==> config.mk <==
export PLATFORM = sky130hd
export DESIGN_NAME = iob_uart_host
export DESIGN_NICKNAME = d
export VERILOG_FILES = /design/src/rtl/iob_uart_host_pkg.sv /design/src/rtl/iob_uart_host_txn.sv /design/src/rtl/iob_uart_host.sv
export SDC_FILE = /design/constraint.sdc
export NUM_CORES = 1
export LEC_CHECK = 0
export ABC_AREA = 1
export BUFFER_PORTS_ARGS = -buffer_cell sky130_fd_sc_hd__buf_2
export CORE_MARGIN = 4
export CORE_UTILIZATION = 28
export DETAILED_ROUTE_END_ITERATION = 10
export PLACE_DENSITY_LB_ADDON = 0.15
export REMOVE_ABC_BUFFERS = 1
export SLEW_MARGIN = 40
export SYNTH_ARGS = -nofsm -noshare
export SYNTH_HDL_FRONTEND = slang
export SYNTH_SLANG_ARGS = --single-unit
==> constraint.sdc <==
create_clock -name clk_i -period 4.95 [get_ports clk_i]
set_input_delay 0.495 -clock clk_i [delete_from_list [all_inputs] [get_ports clk_i]]
set_output_delay 0.495 -clock clk_i [all_outputs]
set_load 0.01 [all_outputs]
==> src/rtl/iob_uart_host_pkg.sv <==
// Shared types and constants for the IOb UART host: FSM state encoding,
// default UART register word addresses and the full write-strobe constant.
package iob_uart_host_pkg;

    typedef enum logic [3:0] {
        ST_INIT_SRST1,
        ST_INIT_SRST0,
        ST_INIT_DIV,
        ST_INIT_TXEN,
        ST_INIT_RXEN,
        ST_IDLE,
        ST_POLL_TX,
        ST_WR_TX,
        ST_GAP,
        ST_POLL_RX,
        ST_RD_RX
    } state_t;

    localparam int IOB_UART_HOST_DATA_W = 32;
    localparam logic [IOB_UART_HOST_DATA_W/8-1:0] IOB_UART_HOST_WSTRB_ALL = '1;

    localparam int DEF_SOFTRESET_ADDR = 0;
    localparam int DEF_DIV_ADDR       = 1;
    localparam int DEF_TXDATA_ADDR    = 2;
    localparam int DEF_TXEN_ADDR      = 3;
    localparam int DEF_TXREADY_ADDR   = 4;
    localparam int DEF_RXEN_ADDR      = 5;
    localparam int DEF_RXREADY_ADDR   = 6;
    localparam int DEF_RXDATA_ADDR    = 7;

endpackage

==> src/rtl/iob_uart_host_txn.sv <==
// Single-transaction IOb initiator: holds a request until ready, then for
// reads waits for rvalid. done pulses combinationally on the completion cycle.
module iob_uart_host_txn #(
    parameter int ADDR_W = 16,
    parameter int DATA_W = 32
) (
    input  logic                clk,
    input  logic                rst_n,
    input  logic                start,
    input  logic                we,
    input  logic [ADDR_W-1:0]   addr,
    input  logic [DATA_W-1:0]   wdata,
    output logic                done,
    output logic [DATA_W-1:0]   rdata,
    output logic                iob_valid,
    output logic [ADDR_W-1:0]   iob_addr,
    output logic [DATA_W-1:0]   iob_wdata,
    output logic [DATA_W/8-1:0] iob_wstrb,
    input  logic                iob_rvalid,
    input  logic [DATA_W-1:0]   iob_rdata,
    input  logic                iob_ready
);

    logic we_q;
    logic wait_rv;

    // NOTE: state registers use non-blocking assignments so every flop samples pre-edge values.
    always_ff @(posedge clk) begin
        if (!rst_n) begin
            iob_valid <= 1'b0;
            iob_addr  <= '0;
            iob_wdata <= '0;
            iob_wstrb <= '0;
            we_q      <= 1'b0;
            wait_rv   <= 1'b0;
        end else if (iob_valid) begin
            if (iob_ready) begin
                iob_valid <= 1'b0;
                wait_rv   <= !we_q && !iob_rvalid;
            end
        end else if (wait_rv) begin
            if (iob_rvalid) wait_rv <= 1'b0;
        end else if (start) begin
            iob_valid <= 1'b1;
            iob_addr  <= addr;
            iob_wdata <= we ? wdata : '0;
            iob_wstrb <= we ? '1 : '0;
            we_q      <= we;
        end
    end

    // A read may see rvalid on the accept cycle itself or any later cycle.
    assign done  = (iob_valid && iob_ready && (we_q || iob_rvalid)) || (wait_rv && iob_rvalid);
    assign rdata = iob_rdata;

endmodule

==> src/rtl/iob_uart_host.sv <==
// IOb host that initialises the UART and feeds it bytes from a valid/ready
// stream. Optional RX service is compiled in with IOB_UART_HOST_RX_EN.
module iob_uart_host
    import iob_uart_host_pkg::*;
#(
    parameter int ADDR_W         = 16,
    parameter int DATA_W         = IOB_UART_HOST_DATA_W,
    parameter int DIV_W          = 16,
    parameter int POLL_GAP       = 4,
    parameter int SOFTRESET_ADDR = DEF_SOFTRESET_ADDR,
    parameter int DIV_ADDR       = DEF_DIV_ADDR,
    parameter int TXDATA_ADDR    = DEF_TXDATA_ADDR,
    parameter int TXEN_ADDR      = DEF_TXEN_ADDR,
    parameter int TXREADY_ADDR   = DEF_TXREADY_ADDR,
    parameter int RXEN_ADDR      = DEF_RXEN_ADDR,
    parameter int RXREADY_ADDR   = DEF_RXREADY_ADDR,
    parameter int RXDATA_ADDR    = DEF_RXDATA_ADDR
) (
    input  logic                clk_i,
    input  logic                rst_n_i,
    input  logic                cfg_i,
    input  logic [DIV_W-1:0]    div_i,
    output logic                init_done_o,
    input  logic [7:0]          tx_data_i,
    input  logic                tx_valid_i,
    output logic                tx_ready_o,
`ifdef IOB_UART_HOST_RX_EN
    output logic [7:0]          rx_data_o,
    output logic                rx_valid_o,
    input  logic                rx_ready_i,
`endif
    output logic                iob_valid_o,
    output logic [ADDR_W-1:0]   iob_addr_o,
    output logic [DATA_W-1:0]   iob_wdata_o,
    output logic [DATA_W/8-1:0] iob_wstrb_o,
    input  logic                iob_rvalid_i,
    input  logic [DATA_W-1:0]   iob_rdata_i,
    input  logic                iob_ready_i
);

    localparam int GAP_W    = (POLL_GAP > 1) ? $clog2(POLL_GAP) : 1;
    localparam int GAP_LAST = (POLL_GAP > 0) ? POLL_GAP - 1 : 0;

    state_t             state;
    logic               start;
    logic               cfg_pend;
    logic [GAP_W-1:0]   gap_cnt;
    logic               tx_full;
    logic [7:0]         tx_byte;
    logic               req_we;
    logic [ADDR_W-1:0]  req_addr;
    logic [DATA_W-1:0]  req_wdata;
    logic               done;
    logic [DATA_W-1:0]  rdata;
    logic               cfg_go;
    logic               wr_done;
    logic               unused_rdata;
`ifdef IOB_UART_HOST_RX_EN
    logic               tx_turn;
`else
    logic               unused_rx_addr;
    assign unused_rx_addr = ^{ADDR_W'(RXEN_ADDR), ADDR_W'(RXREADY_ADDR), ADDR_W'(RXDATA_ADDR)};
`endif

    assign cfg_go       = cfg_i || cfg_pend;
    assign wr_done      = done && (state == ST_WR_TX);
    assign unused_rdata = ^rdata;

    // The request is decoded from the state; start fires on the first cycle in a state,
    // so the DIV word carries div_i as seen at state entry.
    always_comb begin
        req_we    = 1'b1;
        req_addr  = '0;
        req_wdata = '0;
        case (state)
            ST_INIT_SRST1: begin req_addr = ADDR_W'(SOFTRESET_ADDR); req_wdata = DATA_W'(1); end
            ST_INIT_SRST0: begin req_addr = ADDR_W'(SOFTRESET_ADDR); end
            ST_INIT_DIV:   begin req_addr = ADDR_W'(DIV_ADDR);       req_wdata = DATA_W'(div_i); end
            ST_INIT_TXEN:  begin req_addr = ADDR_W'(TXEN_ADDR);      req_wdata = DATA_W'(1); end
            ST_POLL_TX:    begin req_addr = ADDR_W'(TXREADY_ADDR);   req_we = 1'b0; end
            ST_WR_TX:      begin req_addr = ADDR_W'(TXDATA_ADDR);    req_wdata = DATA_W'(tx_byte); end
`ifdef IOB_UART_HOST_RX_EN
            ST_INIT_RXEN:  begin req_addr = ADDR_W'(RXEN_ADDR);      req_wdata = DATA_W'(1); end
            ST_POLL_RX:    begin req_addr = ADDR_W'(RXREADY_ADDR);   req_we = 1'b0; end
            ST_RD_RX:      begin req_addr = ADDR_W'(RXDATA_ADDR);    req_we = 1'b0; end
`endif
            default:       req_we = 1'b1;
        endcase
    end

    // NOTE: tx_byte has no reset; tx_full alone says whether it holds anything.
    always_ff @(posedge clk_i) begin
        if (!rst_n_i) begin
            tx_full    <= 1'b0;
            tx_ready_o <= 1'b0;
        end else if (wr_done) begin
            tx_full    <= 1'b0;
            tx_ready_o <= 1'b1;
        end else if (tx_valid_i && tx_ready_o) begin
            tx_full    <= 1'b1;
            tx_byte    <= tx_data_i;
            tx_ready_o <= 1'b0;
        end else begin
            tx_ready_o <= !tx_full;
        end
    end

    always_ff @(posedge clk_i) begin
        if (!rst_n_i) begin
            state       <= ST_INIT_SRST1;
            start       <= 1'b1;
            cfg_pend    <= 1'b0;
            gap_cnt     <= '0;
            init_done_o <= 1'b0;
`ifdef IOB_UART_HOST_RX_EN
            tx_turn     <= 1'b1;
            rx_valid_o  <= 1'b0;
            rx_data_o   <= '0;
`endif
        end else begin
            start <= 1'b0;
`ifdef IOB_UART_HOST_RX_EN
            if (rx_valid_o && rx_ready_i) rx_valid_o <= 1'b0;
            if (done && state == ST_RD_RX) begin
                rx_data_o  <= rdata[7:0];
                rx_valid_o <= 1'b1;
            end
`endif
            case (state)
                ST_IDLE: begin
                    if (cfg_i) begin
                        state <= ST_INIT_SRST1; start <= 1'b1; init_done_o <= 1'b0;
`ifdef IOB_UART_HOST_RX_EN
                    end else if (tx_full && (tx_turn || rx_valid_o)) begin
                        state <= ST_POLL_TX; start <= 1'b1; tx_turn <= 1'b0;
                    end else if (!rx_valid_o) begin
                        state <= ST_POLL_RX; start <= 1'b1; tx_turn <= 1'b1;
`else
                    end else if (tx_full) begin
                        state <= ST_POLL_TX; start <= 1'b1;
`endif
                    end
                end
                ST_GAP: begin
                    if (cfg_i) begin
                        state <= ST_INIT_SRST1; start <= 1'b1; init_done_o <= 1'b0;
                    end else if (gap_cnt == GAP_W'(GAP_LAST)) begin
                        state <= ST_IDLE;
                    end else begin
                        gap_cnt <= gap_cnt + 1'b1;
                    end
                end
                default: begin
                    // Transaction states: a cfg request waits for the handshake to finish.
                    if (done) begin
                        cfg_pend <= 1'b0;
                        if (cfg_go) begin
                            state <= ST_INIT_SRST1; start <= 1'b1; init_done_o <= 1'b0;
                        end else begin
                            case (state)
                                ST_INIT_SRST1: begin state <= ST_INIT_SRST0; start <= 1'b1; end
                                ST_INIT_SRST0: begin state <= ST_INIT_DIV;   start <= 1'b1; end
                                ST_INIT_DIV:   begin state <= ST_INIT_TXEN;  start <= 1'b1; end
`ifdef IOB_UART_HOST_RX_EN
                                ST_INIT_TXEN:  begin state <= ST_INIT_RXEN;  start <= 1'b1; end
                                ST_INIT_RXEN:  begin state <= ST_IDLE; init_done_o <= 1'b1; tx_turn <= 1'b1; end
                                ST_POLL_RX: begin
                                    if (rdata[0]) begin
                                        state <= ST_RD_RX; start <= 1'b1;
                                    end else if (POLL_GAP == 0) begin
                                        state <= ST_IDLE;
                                    end else begin
                                        state <= ST_GAP; gap_cnt <= '0;
                                    end
                                end
`else
                                ST_INIT_TXEN:  begin state <= ST_IDLE; init_done_o <= 1'b1; end
`endif
                                ST_POLL_TX: begin
                                    if (rdata[0]) begin
                                        state <= ST_WR_TX; start <= 1'b1;
                                    end else if (POLL_GAP == 0) begin
                                        state <= ST_IDLE;
                                    end else begin
                                        state <= ST_GAP; gap_cnt <= '0;
                                    end
                                end
                                default: state <= ST_IDLE;
                            endcase
                        end
                    end else if (cfg_i) begin
                        cfg_pend <= 1'b1;
                    end
                end
            endcase
        end
    end

    iob_uart_host_txn #(
        .ADDR_W (ADDR_W),
        .DATA_W (DATA_W)
    ) u_txn (
        .clk        (clk_i),
        .rst_n      (rst_n_i),
        .start      (start),
        .we         (req_we),
        .addr       (req_addr),
        .wdata      (req_wdata),
        .done       (done),
        .rdata      (rdata),
        .iob_valid  (iob_valid_o),
        .iob_addr   (iob_addr_o),
        .iob_wdata  (iob_wdata_o),
        .iob_wstrb  (iob_wstrb_o),
        .iob_rvalid (iob_rvalid_i),
        .iob_rdata  (iob_rdata_i),
        .iob_ready  (iob_ready_i)
    );

endmodule

# --- Yosys cells after proc, flatten, opt, wreduce, memory -nomap -nowiden ---
# Cells that the tools add are included.
totals:
  in_bits: 62
  word_cells: 112
  output_inout_bits: 55
  reg_bits: 74
op_classes:
  n_eq_ne: 16
  reduce_logical: 29
  n_addsub: 1
  n_mux: 46
  bitwise_logic: 6
ops:
  columns: ["operator", "n"]
  rows:
  - ["$pmux W16 S3", 1]
  - ["$mux W4", 8]
  - ["$mux W1", 24]
  - ["$mux W16", 1]
  - ["$pmux W4 S4", 1]
  - ["$eq A4 B3 Y1 const B", 3]
  - ["$mux W2", 6]
  - ["$pmux W3 S4", 1]
  - ["$reduce_and A3 Y1", 4]
  - ["$eq A4 B2 Y1 const B", 2]
  - ["$pmux W4 S2", 1]
  - ["$reduce_bool A2 Y1", 4]
  - ["$reduce_and A7 Y1", 1]
  - ["$logic_and A1 B1 Y1", 6]
  - ["$ne A2 B1 Y1 const B", 3]
  - ["$ne A2 B2 Y1 const B", 3]
  - ["$ne A3 B3 Y1 const B", 2]
  - ["$not A1 Y1", 6]
  - ["$reduce_bool A3 Y1", 2]
  - ["$reduce_or A2 Y1", 3]
  - ["$eq A4 B1 Y1 const B", 1]
  - ["$eq A4 B4 Y1 const B", 1]
  - ["$logic_not A4 Y1", 1]
  - ["$pmux W1 S2", 2]
  - ["7 further kinds", 11]

# --- Depth between registers and ports, before layout ---
# Gate-level depths: netlist (run 1).
logic_depth:
  depth_word: 6
  mapped_depth: 9
  mapped_depth_nobuf: 9

# --- Cells and area by module ---
# From an unflattened synthesis (run 1), not the netlist that was laid out.
hier_totals:
  cells_unflattened: 521
  area_unflattened_um2: 3659.8
by_module_without_submodules:
  columns: ["module", "area_each_um2", "seq_area_each_um2", "cells_each", "n_inst"]
  rows:
  - ["iob_uart_host_txn", 2492.4, 1021.0, 356, 1]
  - ["iob_uart_host", 1167.4, 460.4, 165, 1]

# --- Worst setup path before layout (run 1) ---
# No wires, ideal clock.
synth_path:
  path_kind: "input port to flip-flop"
  startpoint: "input iob_ready_i"
  endpoint: "register tx_byte[0] (enable)"
  path_buffers: 0
  stages: 5
  slack_ps: 3345
  t_arrival_ps: 1235
  cell_sequence: "nand2_1 -> nand2_1 -> nand2_1 -> o21ai_0 -> nor2_1"
synth_between:
  elab_chain_cells: 6
synth_rtl:
  columns: ["item", "line", "text"]
  rows:
  - ["start, declared", "iob_uart_host.sv:38", "input logic iob_ready_i"]
  - ["$logic_and A1 B1 Y1 (2 in series)", "iob_uart_host_txn.sv:53", "assign done = (iob_valid && iob_ready && (we_q || iob_rvalid)) || (wait_rv && iob_rvalid);"]
  - ["$logic_or A1 B1 Y1", "iob_uart_host_txn.sv:53", null]
  - ["$logic_and A1 B1 Y1", "iob_uart_host.sv:66", "assign wr_done = done && (state == ST_WR_TX);"]
  - ["$not A1 Y1 (no line)", null, null]
  - ["$reduce_and A3 Y1 (no line)", null, null]
  - ["end signal, assigned", "iob_uart_host.sv:101", "tx_byte <= tx_data_i;"]
  - ["end, declared", "iob_uart_host.sv:49", "logic [7:0] tx_byte;"]
# Every way passes these cells.
# A chain may end at the register's enable or synchronous reset.

# --- Worst setup path in the final report (run 1) ---
layout_path:
  startpoint: "register state[0]"
  endpoint: "register tx_byte[0] (enable)"
layout_between:
  elab_chain_cells: 4
layout_rtl:
  columns: ["item", "line", "text"]
  rows:
  - ["start, declared", "iob_uart_host.sv:44", "state_t state;"]
  - ["start signal, assigned", "iob_uart_host.sv:110", "state <= ST_INIT_SRST1;"]
  - ["start signal, assigned", "iob_uart_host.sv:132", "state <= ST_INIT_SRST1; start <= 1'b1; init_done_o <= 1'b0;"]
  - ["start signal, assigned", "iob_uart_host.sv:140", "state <= ST_POLL_TX; start <= 1'b1;"]
  - ["$eq A4 B3 Y1", "iob_uart_host.sv:66", null]
  - ["$logic_and A1 B1 Y1", "iob_uart_host.sv:66", null]
  - ["$not A1 Y1 (no line)", null, null]
  - ["$reduce_and A3 Y1 (no line)", null, null]
# Every way passes these cells.

==> results.md, run 1 <==
* Cts hold-fix bufs at 0
* CTS Buf Count at 5
* Post-synth EDFFs at 8
* Row count at 31
* Grt met3 use at under 10%
* Synth Flop Type: dfxtp_1
* DR pass1 iterations at 6
* Async set or reset register ratio after synthesis at 0%
* Share of post-route cells with drive strength above 1 at about a quarter
* Gr ovfl total at 0
* Status: finished, final reports clean
* Fin area at ~2500 um2
* Initial antenna violation count at 0
* Met1 Use GR at about 15%
* CTS tree: built
* Worst slew pin tran at 0.748 ns
* Num Clock Sinks at 41
* Slew margin rel. at 49.9%
* DR iter-0 viols at 71
* Busiest grt layer: met2
* Via count of the routed design at 1868
* Root Buffer: clkbuf_8
* Top cells by area, synth: dfxtp_1, nand2_1, buf_4, edfxtp_1, a21oi_1
* Final ANT Viol Nets at 0
* Die area at between 9000 and 10000 um2
* Clock Skews at about 0.011 ns
* Largest net degree at the start of global routing at 25
* Cell Area, Placed at around 2400 um2
* Worst Path Arrival at roughly 1.9 ns
* H-tree levels at 2
* Post-CTS Setup Bufs at 0
* Max clock buf depth at 2
* Fin crit share at roughly 39%
* Most numerous cell in the Yosys netlist: nand2_1
* RSZ-0062 raised after global routing: no
* Fin. Hold Viols at 0
* DP HPWL at approximately 3.8 mm
* Top cell type's share of synthesized area at between 30% and 40%
* # setup viols final at 0
* Leak at 1.22 nW
* CP required at 4.88 ns
* Number of remaining DRC errors at 0
* CP endpoint kind: register
* Period minus WS final at 1.93 ns
* Overall power at roughly 0.00075 W
* Mean post-synth cell area at about 7.3 um2
* Final nets at a little over 400
* Max frequency at about 0.52 GHz
* Clock transition at path regs at about 0.080 ns
* Fin. max-slew vios at 0
* Avg Vias per Cell at 4.19
* Inserted Diodes at 0
* IO buf count at 56
* Clock Latency Late Sink at around 0.29 ns
* Max Cap Viol at 0
* Syn Std Cell Area at around 2200 um2
* Layout area overhead at 15.4%
* WL final at 5.19 mm
* Cts repair resizes at 0
* Power per Cell Area at 302 nW/um2
* Synth Warn # at 0
* Total core area at ~7400 um2
* Number of global-route vias before repair at 1754
* Yosys reg bits at 41
* Worst vdd rail ir drop at a little over 100 uV
* Wire per inst at around 12 um
* Global-route usage over all layers at about an eighth
* Die Width at 95.9 um
* GPL Wtd Cong at around 0.8
* Setup TNS Final at 0 ns
* Cell variety after synth at 27
* Cell taking the most area after synthesis: dfxtp_1
* Critical path class: reg2reg
* Met2 usage at 18.8%
* Starting density of the core at between 20 and 30%
* CP max FO at 9
* Most instantiated cells after synthesis: nand2_1, buf_4, dfxtp_1
* Seq/Total Area, Yosys at 41.7%
* Die height at about 96 um
* HP Class: in2reg
* Cells after Synth at slightly below 300
* Global-route wire length before repair at roughly 8.3 mm
* # IOs at roughly 120
* Worst Setup Start Kind: register
-- per-layer routing --
metal	part of all wire, %	wire (um)
met5	0	0
met4	2.1	110
met3	7.5	387
met2	44	2280
met1	46	2410
-- power breakdown --
group          switching, W  total, W  internal [W]
sequential        0.0000102  0.000366      0.000356
combinational     0.0000832  0.000120     0.0000372
clock              0.000118  0.000268      0.000150
total              0.000211  0.000754      0.000543
-- cell usage in the layout (no fill, tap or decap), types with 2 or more instances in the layout --
| cell | netlist | layout |
|---|---|---|
| a21oi_1 | 22 | 22 |
| buf_2 | 4 | 56 |
| clkbuf_8 | 0 | 5 |
| conb_1 | 1 | 29 |
| dfxtp_1 | 33 | 33 |
| edfxtp_1 | 8 | 8 |
| inv_1 | 16 | 15 |
| inv_2 | 3 | 4 |
| nand2_1 | 95 | 94 |
| nand2_2 | 4 | 5 |
| nand3_1 | 22 | 22 |
| nand3_2 | 2 | 2 |
| nand3_4 | 2 | 2 |
| nand4_1 | 2 | 2 |
| nor2_1 | 23 | 23 |
| nor2_2 | 5 | 5 |
| nor2_4 | 2 | 2 |
| o21ai_0 | 8 | 8 |
-- critical path, cell delays in order (launching register included) --
cell	delay, ns
dfxtp_1	0.36
nand2_1	0.12
clkinv_1	0.24
nand2_1	0.17
o21ai_0	0.09
nor2_1	0.58
-- registers in the layout (all words and copies together) (netlist names) --
signal and flops:
u_txn.iob_wdata 16, start 1, u_txn.wait_rv 1, u_txn.iob_valid 1, cfg_pend 1, tx_byte 8, init_done_o 1, tx_full 1
tx_ready_o 1, u_txn.iob_wstrb 1, gap_cnt 2, state 4, u_txn.iob_addr 3
-- per-stage QoR --
step	hold WS [ns]	util (%)	setup WS (ns)	instances
after floorplan	0.449	-	3.35	283
after global placement	0.451	32.4	2.92	438
after detailed placement	0.452	32.4	2.91	438
after CTS	0.362	33.8	2.94	446
after global routing	0.360	33.9	2.83	446
final	0.369	33.9	3.02	446
-- worst paths after layout --
| check | from | to | slack (ns) | depth (start not counted) |
|---|---|---|---|---|
| worst max-delay path | state[0] | tx_byte[0] | 3.02 | 5 |
| worst min-delay path | tx_data_i[6] | tx_byte[6] | 0.37 | 1 |
| worst min register to register | u_txn.iob_wdata[8] | u_txn.iob_wdata[8] | 0.46 | 2 |
| worst max register to register | state[0] | tx_byte[0] | 3.02 | 5 |
-- kinds of logic (layout without fill, tap and decap cells) --
family | count (synthesis) | after routing | synth area share (%)
flip-flops | 41 | 41 | 41.7
adder cells (fa/ha/maj) | 1 | 1 | 0.579
other | 1 | 29 | 0.173
AND/OR/NAND/NOR | 158 | 158 | 32.6
buffers and inverters | 60 | 84 | 16.7
AO/OA/AOI/OAI | 34 | 34 | 8.22
-- cell type report --
class | instances | area [um2]
repair buffers | 56 | 280
multi-input cells | 222 | 1010
clock inverters | 2 | 35.0
well taps | 99 | 124
fillers | 842 | 4870
clock buffers | 6 | 72.6
inverters | 20 | 75.1
flip-flops and latches | 41 | 901
(Power assumes the default switching activity.)
==> run 2, diff against run 1 <==
==> constraint.sdc (replaced) <==
create_clock -name clk_i -period 1.7 [get_ports clk_i]
set_input_delay 0.17 -clock clk_i [delete_from_list [all_inputs] [get_ports clk_i]]
set_output_delay 0.17 -clock clk_i [all_outputs]
set_load 0.01 [all_outputs]
==> results.md, run 2 (synthesis gave the netlist of run 1 again) <==
* Wire per inst at 11.5 um (was 11.6 um)
* Cell Area, Placed at 2530 um2 (was 2380 um2)
* Critical path class: reg2reg (unchanged)
* Status: finished, final reports clean (unchanged)
* Die Width at 95.9 um (unchanged)
* Multi-input gate area at 1010 um2 (about the same)
* # IOs at 117 (unchanged)
* Fill cells at 824 (was 842)
* Starting density of the core at 29.3% (unchanged)
* Root Buffer: clkbuf_8 (unchanged)
* DR iter-0 viols at 52 (was 71)
* CP max-delay cell: dfxtp_1 (was nor2_1)
* HP Class: in2reg (unchanged)
* Fin area at 2700 um2 (was 2490 um2)
* Fin worst setup slack at 0.231 ns (was 3.02 ns)
* Worst R2R Start: state[0] (unchanged)
* Avg Vias per Cell at 4.20 (was 4.19)
* Layout area overhead at 24.9% (was 15.4%)
* CP most frequent cell: nor2_1 (was nand2_1)
* Final nets at 430 (was 409)
* WL final at 5.35 mm (was 5.19 mm)
* Die height at 95.9 um (unchanged)
* Clock Latency Late Sink at 0.29 ns (about the same)
* Share of post-route cells with drive strength above 1 at 28.8% (was 23.9%)
* Max Cap Viol at 0 (unchanged)
* Fin crit share at 86.4% (was 39.1%)
* # setup viols final at 0 (unchanged)
* Global-route wire length before repair at 8.62 mm (was 8.29 mm)
* Max clock buf depth at 2 (unchanged)
* Critical Path Start: state[0] (unchanged)
* Hold_sp: tx_data_i[6] (unchanged)
* Num Clock Sinks at 41 (unchanged)
* Overall power at 0.00244 W (was 0.000754 W)
* Max FFs per register at 16 (unchanged)
* Total core area at 7370 um2 (unchanged)
* Non-Filler Instances at 467 (was 446)
* CP required at 1.90 ns (was 4.88 ns)
* Fin. max-slew vios at 0 (unchanged)
* Top flop regs: u_txn.iob_wdata x16, tx_byte x8, state x4 (unchanged)
* CP endpoint kind: register (unchanged)
* CTS tree: built (unchanged)
* Worst Setup Start Kind: register (unchanged)
* Initial antenna violation count at 0 (unchanged)
* Register area at 901 um2 (unchanged)
* Die area at 9190 um2 (unchanged)
* Place WS at 0.102 ns (was 2.91 ns)
* Leak at 1.33 nW (was 1.22 nW)
* Global-route usage over all layers at 12.1% (was 11.7%)
* Inserted Diodes at 0 (unchanged)
* Largest reg by FF count: u_txn.iob_wdata (unchanged)
* Gr ovfl total at 0 (unchanged)
* Via count of the routed design at 1960 (was 1868)
* CP top delay family: simple AND/OR/NAND/NOR gates (unchanged)
* Setup TNS Final at 0 ns (unchanged)
* CP Cell Sequence: buf_4 -> nor2_2 -> nand2_2 -> nand2_2 -> nor2_1 -> nand2_1 -> inv_1 -> nor2_1 -> nor2_1 (was nand2_1 -> clkinv_1 -> nand2_1 -> o21ai_0 -> nor2_1)
* GPL Wtd Cong at 0.787 (was 0.801)
* DP HPWL at 4.12 mm (was 3.84 mm)
* Fin. Hold Viols at 0 (unchanged)
* Number of global-route vias before repair at 1817 (was 1754)
* Cts hold-fix bufs at 0 (unchanged)
* Clock transition at path regs at 0.09 ns (was 0.08 ns)
* Power per Cell Area at 902 nW/um2 (was 302 nW/um2)
* Crit-path max cell delay at 0.32 ns (was 0.58 ns)
* CTS Buf Count at 5 (unchanged)
* Commonest non-fill, non-tap cell in the layout: nand2_1 (unchanged)
* R2R Setup Slk at 0.23 ns (was 3.02 ns)
* Most frequent cells in the layout: nand2_1, buf_2, dfxtp_1, conb_1 (was nand2_1, buf_2, dfxtp_1, conb_1, nor2_1)
* Max frequency at 0.681 GHz (was 0.517 GHz)
* CP max FO at 8 (was 9)
* H-tree levels at 2 (unchanged)
* Clock Skews at 0.00698 ns (was 0.0105 ns)
* Worst vdd rail ir drop at 341 uV (was 102 uV)
* Number of remaining DRC errors at 0 (unchanged)
* Critical path buffers and inverters at 2 (was 1)
* IO buf count at 56 (unchanged)
* Worst Path Arrival at 1.67 ns (was 1.87 ns)
* Final ANT Viol Nets at 0 (unchanged)
* Largest net degree at the start of global routing at 15 (was 25)
* RSZ-0062 raised after global routing: no (unchanged)
* Row count at 31 (unchanged)
* Dpl cells at 456 (was 438)
* Period minus WS final at 1.47 ns (was 1.93 ns)
* DR pass1 iterations at 4 (was 6)
## run 2: changes by cell type in the layout (fill, tap and decap cells not counted), sizes merged
cell,delta
clkinv,-1
clkbuf,-1
clkinvlp,+1
buf,+21
bufinv,+1
## run 2: layout make-up
type | instances | area share (%)
flip-flops and latches | 41 | 33.3
clock inverters | 3 | 2.55
clock buffers | 5 | 2.55
well taps | 99 | 4.59
repair buffers | 77 | 16.7
inverters | 20 | 2.92
multi-input cells | 222 | 37.4
## run 2: path summary, 6_finish.rpt
check	endpoint	depth (start not counted)
setup / recovery	state[0]	9
hold / removal	tx_byte[6]	1
setup reg to reg	state[0]	9
hold reg to reg	u_txn.iob_wdata[7]	2
## run 2: what timing repair did
action	in CTS	in global routing
setup buffers	0	3
gates resized for setup	0	3
endpoints found under the setup margin	0	10
## run 2: layer usage
metal  GRT usage (%)  wire [um]  vias up
li1                -          -     1028
met1            15.7       2450      866
met2            20.0       2480       64
met3            2.81        383        2
met4            3.55         45        0
met5               0          0        -
## run 2: through the flow
step                      util, %  hold slack [ns]
after global routing         36.7           0.0303
after global placement       34.4            0.348
final                        36.7           0.0486
after floorplan                 -            0.269
after detailed placement     34.4            0.348
after CTS                    36.2           0.0360
## run 2: where the power goes
group	total, W	switching [W]	leakage, nW	internal, W
sequential	0.00106	0.0000196	0.342	0.00104
combinational	0.000425	0.000265	0.922	0.000160
clock	0.000957	0.000365	0.0687	0.000592
==> run 3, diff against run 2 <==
--- a/config.mk
+++ b/config.mk
@@ -9,8 +9,10 @@
 export BUFFER_PORTS_ARGS = -buffer_cell sky130_fd_sc_hd__buf_2
 export CORE_MARGIN = 4
 export CORE_UTILIZATION = 28
+export CTS_BUF_LIST = sky130_fd_sc_hd__clkbuf_16
 export DETAILED_ROUTE_END_ITERATION = 10
 export PLACE_DENSITY_LB_ADDON = 0.15
+export RECOVER_POWER = 100
 export REMOVE_ABC_BUFFERS = 1
 export SLEW_MARGIN = 40
 export SYNTH_ARGS = -nofsm -noshare
==> results.md, run 3 (synthesis gave the netlist of run 1 again) <==
* DR iter-0 viols at 70 (was 52)
* DP HPWL at 4.12 mm (unchanged)
* Switch Pwr at 0.000693 W (was 0.000650 W)
* Max Cap Viol at 0 (unchanged)
* Fin crit share at 88.0% (was 86.4%)
* Place WS at 0.102 ns (unchanged)
* Fin. max-slew vios at 0 (unchanged)
* Row count at 31 (unchanged)
* Via count of the routed design at 1974 (was 1960)
* CP Cell Sequence: buf_4 -> inv_1 -> nor2_1 -> nand2_1 -> nor2_1 -> nand2_1 -> nand2_1 -> nand3_1 -> nand2_1 -> nor2_1 (was buf_4 -> nor2_2 -> nand2_2 -> nand2_2 -> nor2_1 -> nand2_1 -> inv_1 -> nor2_1 -> nor2_1)
* Critical path class: reg2reg (unchanged)
* CTS Buf Count at 5 (unchanged)
* Clock Power Share at 46.1% (was 39.3%)
* Worst setup path end: gap_cnt[0] (was state[0])
* Power per Cell Area at 1010 nW/um2 (was 902 nW/um2)
* Int Pwr at 0.00203 W (was 0.00179 W)
* Logic pwr share at 15.0% (was 17.4%)
* H-tree levels at 2 (unchanged)
* CTS tree: built (unchanged)
* Final ANT Viol Nets at 0 (unchanged)
* Commonest non-fill, non-tap cell in the layout: nand2_1 (unchanged)
* Finished Core Util at 36.7% (about the same)
* CP max FO at 5 (was 8)
* Fin worst setup slack at 0.204 ns (was 0.231 ns)
* Die height at 95.9 um (unchanged)
* RSZ-0062 raised after global routing: no (unchanged)
* Worst R2R Start: state[1] (was state[0])
* Largest net degree at the start of global routing at 15 (unchanged)
* Number of global-route vias before repair at 1806 (was 1817)
* Root Buffer: clkbuf_16 (was clkbuf_8)
* GPL Wtd Cong at 0.787 (unchanged)
* # IOs at 117 (unchanged)
* Worst vdd rail ir drop at 511 uV (was 341 uV)
* Top flop regs: u_txn.iob_wdata x16, tx_byte x8, state x4 (unchanged)
* Layout area overhead at 25.2% (was 24.9%)
* Worst Setup Start Kind: register (unchanged)
* Starting density of the core at 29.3% (unchanged)
* Share of post-route cells with drive strength above 1 at 20.9% (was 28.8%)
* Clock Skews at 0.00394 ns (was 0.00698 ns)
* Crit-path max cell delay at 0.33 ns (was 0.32 ns)
* Worst-case reg-to-reg path depth at 10 (was 9)
* Setup TNS Final at 0 ns (unchanged)
* FF-to-FF End: gap_cnt[0] (was state[0])
* CP most frequent cell: nand2_1 (was nor2_1)
* Number of remaining DRC errors at 0 (unchanged)
* Die area at 9190 um2 (unchanged)
* DR pass1 iterations at 4 (unchanged)
* Cts hold-fix bufs at 0 (unchanged)
* CP required at 1.89 ns (was 1.90 ns)
* WL final at 5.43 mm (was 5.35 mm)
* Global-route wire length before repair at 8.62 mm (unchanged)
* CP endpoint kind: register (unchanged)
* Leak at 1.25 nW (was 1.33 nW)
* Inserted Diodes at 0 (unchanged)
* R2R Setup Slk at 0.20 ns (was 0.23 ns)
* Max FFs per register at 16 (unchanged)
* Total core area at 7370 um2 (unchanged)
* Avg Vias per Cell at 4.23 (was 4.20)
* Max frequency at 0.668 GHz (was 0.681 GHz)
* Gr ovfl total at 0 (unchanged)
* Clock transition at path regs at 0.06 ns (was 0.09 ns)
* Worst Path Arrival at 1.68 ns (was 1.67 ns)
* Switching power share of the total at 25.4% (was 26.7%)
* Die Width at 95.9 um (unchanged)
* Status: finished, final reports clean (unchanged)
* Global-route usage over all layers at 12.3% (was 12.1%)
* Fin. Hold Viols at 0 (unchanged)
* Initial antenna violation count at 0 (unchanged)
* Most frequent cells in the layout: nand2_1, dfxtp_1, buf_2, conb_1, clkbuf_1 (was nand2_1, buf_2, dfxtp_1, conb_1)
* Clock Latency Late Sink at 0.29 ns (about the same)
* # setup viols final at 0 (unchanged)
* IO buf count at 56 (unchanged)
* Share of total power in sequential cells at 38.8% (was 43.3%)
* Final nets at 430 (unchanged)
* Num Clock Sinks at 41 (unchanged)
* Wire per inst at 11.6 um (was 11.5 um)
* HP Class: in2reg (unchanged)
* Critical Path Start: state[1] (was state[0])
* Largest reg by FF count: u_txn.iob_wdata (unchanged)
* Period minus WS final at 1.50 ns (was 1.47 ns)
* Max clock buf depth at 2 (unchanged)
* CP max-delay cell: dfxtp_1 (unchanged)
==> run 3: cell count changes in the layout (fill, tap and decap cells not counted), sizes merged <==
cell,delta
buf,-30
clkbuf,+30
==> run 3: area by class of cell <==
class | count | area [um2]
Fill cell | 822 | 4660
Multi-Input combinational cell | 222 | 997
Sequential cell | 41 | 901
Timing Repair Buffer | 77 | 412
Clock buffer | 5 | 125
Tap cell | 99 | 124
Inverter | 20 | 78.8
Clock inverter | 3 | 68.8
==> run 3: worst min-delay path by stage <==
| stage | from | to | slack, ns | depth (start not counted) |
|---|---|---|---|---|
| CTS | tx_data_i[2] | tx_byte[2] | 0.05 | 1 |
| floorplan | tx_data_i[0] | tx_byte[0] | 0.27 | 0 |
| detailed placement | tx_data_i[6] | tx_byte[6] | 0.35 | 1 |
| finish | tx_data_i[2] | tx_byte[2] | 0.06 | 1 |
| global route | tx_data_i[2] | tx_byte[2] | 0.05 | 1 |
| global placement | tx_data_i[5] | tx_byte[5] | 0.35 | 1 |
==> run 3: worst max-delay path: cells and delay by family, from the launching register on <==
kind                   cells  cell delay [ns]
and+or+nand+nor            8             0.88
DFF                        1             0.33
buffers and inverters      2             0.18
==> run 3: power by group through the flow <==
stage / clock network [W] / logic [W] / registers, W
floorplan: 0 / 0.000204 / 0.00110
global placement: 0 / 0.000411 / 0.00108
detailed placement: 0 / 0.000410 / 0.00108
CTS: 0.00129 / 0.000412 / 0.00106
global route: 0.00134 / 0.000468 / 0.00106
finish: 0.00126 / 0.000409 / 0.00106
==> run 3: metal layers <==
layer	global-route usage [%]	up-vias	wire length, um
li1	-	1025	-
met1	15.7	863	2470
met2	20.0	78	2430
met3	3.05	8	436
met4	4.62	0	88
met5	0	-	0
==> run 3: timing repair <==
action,4_1_cts,5_1_grt
gates resized for setup,0,3
endpoints found under the setup margin,0,10
setup buffers,0,3
==> run 3: through the flow <==
step	area, um2	hold WS, ns	total power, W	instances
floorplan	1980	0.269	0.00131	283
global placement	2530	0.348	0.00149	456
detailed placement	2530	0.348	0.00149	456
CTS	2730	0.0496	0.00276	464
global route	2710	0.0491	0.00287	467
finish	2710	0.0555	0.00272	467
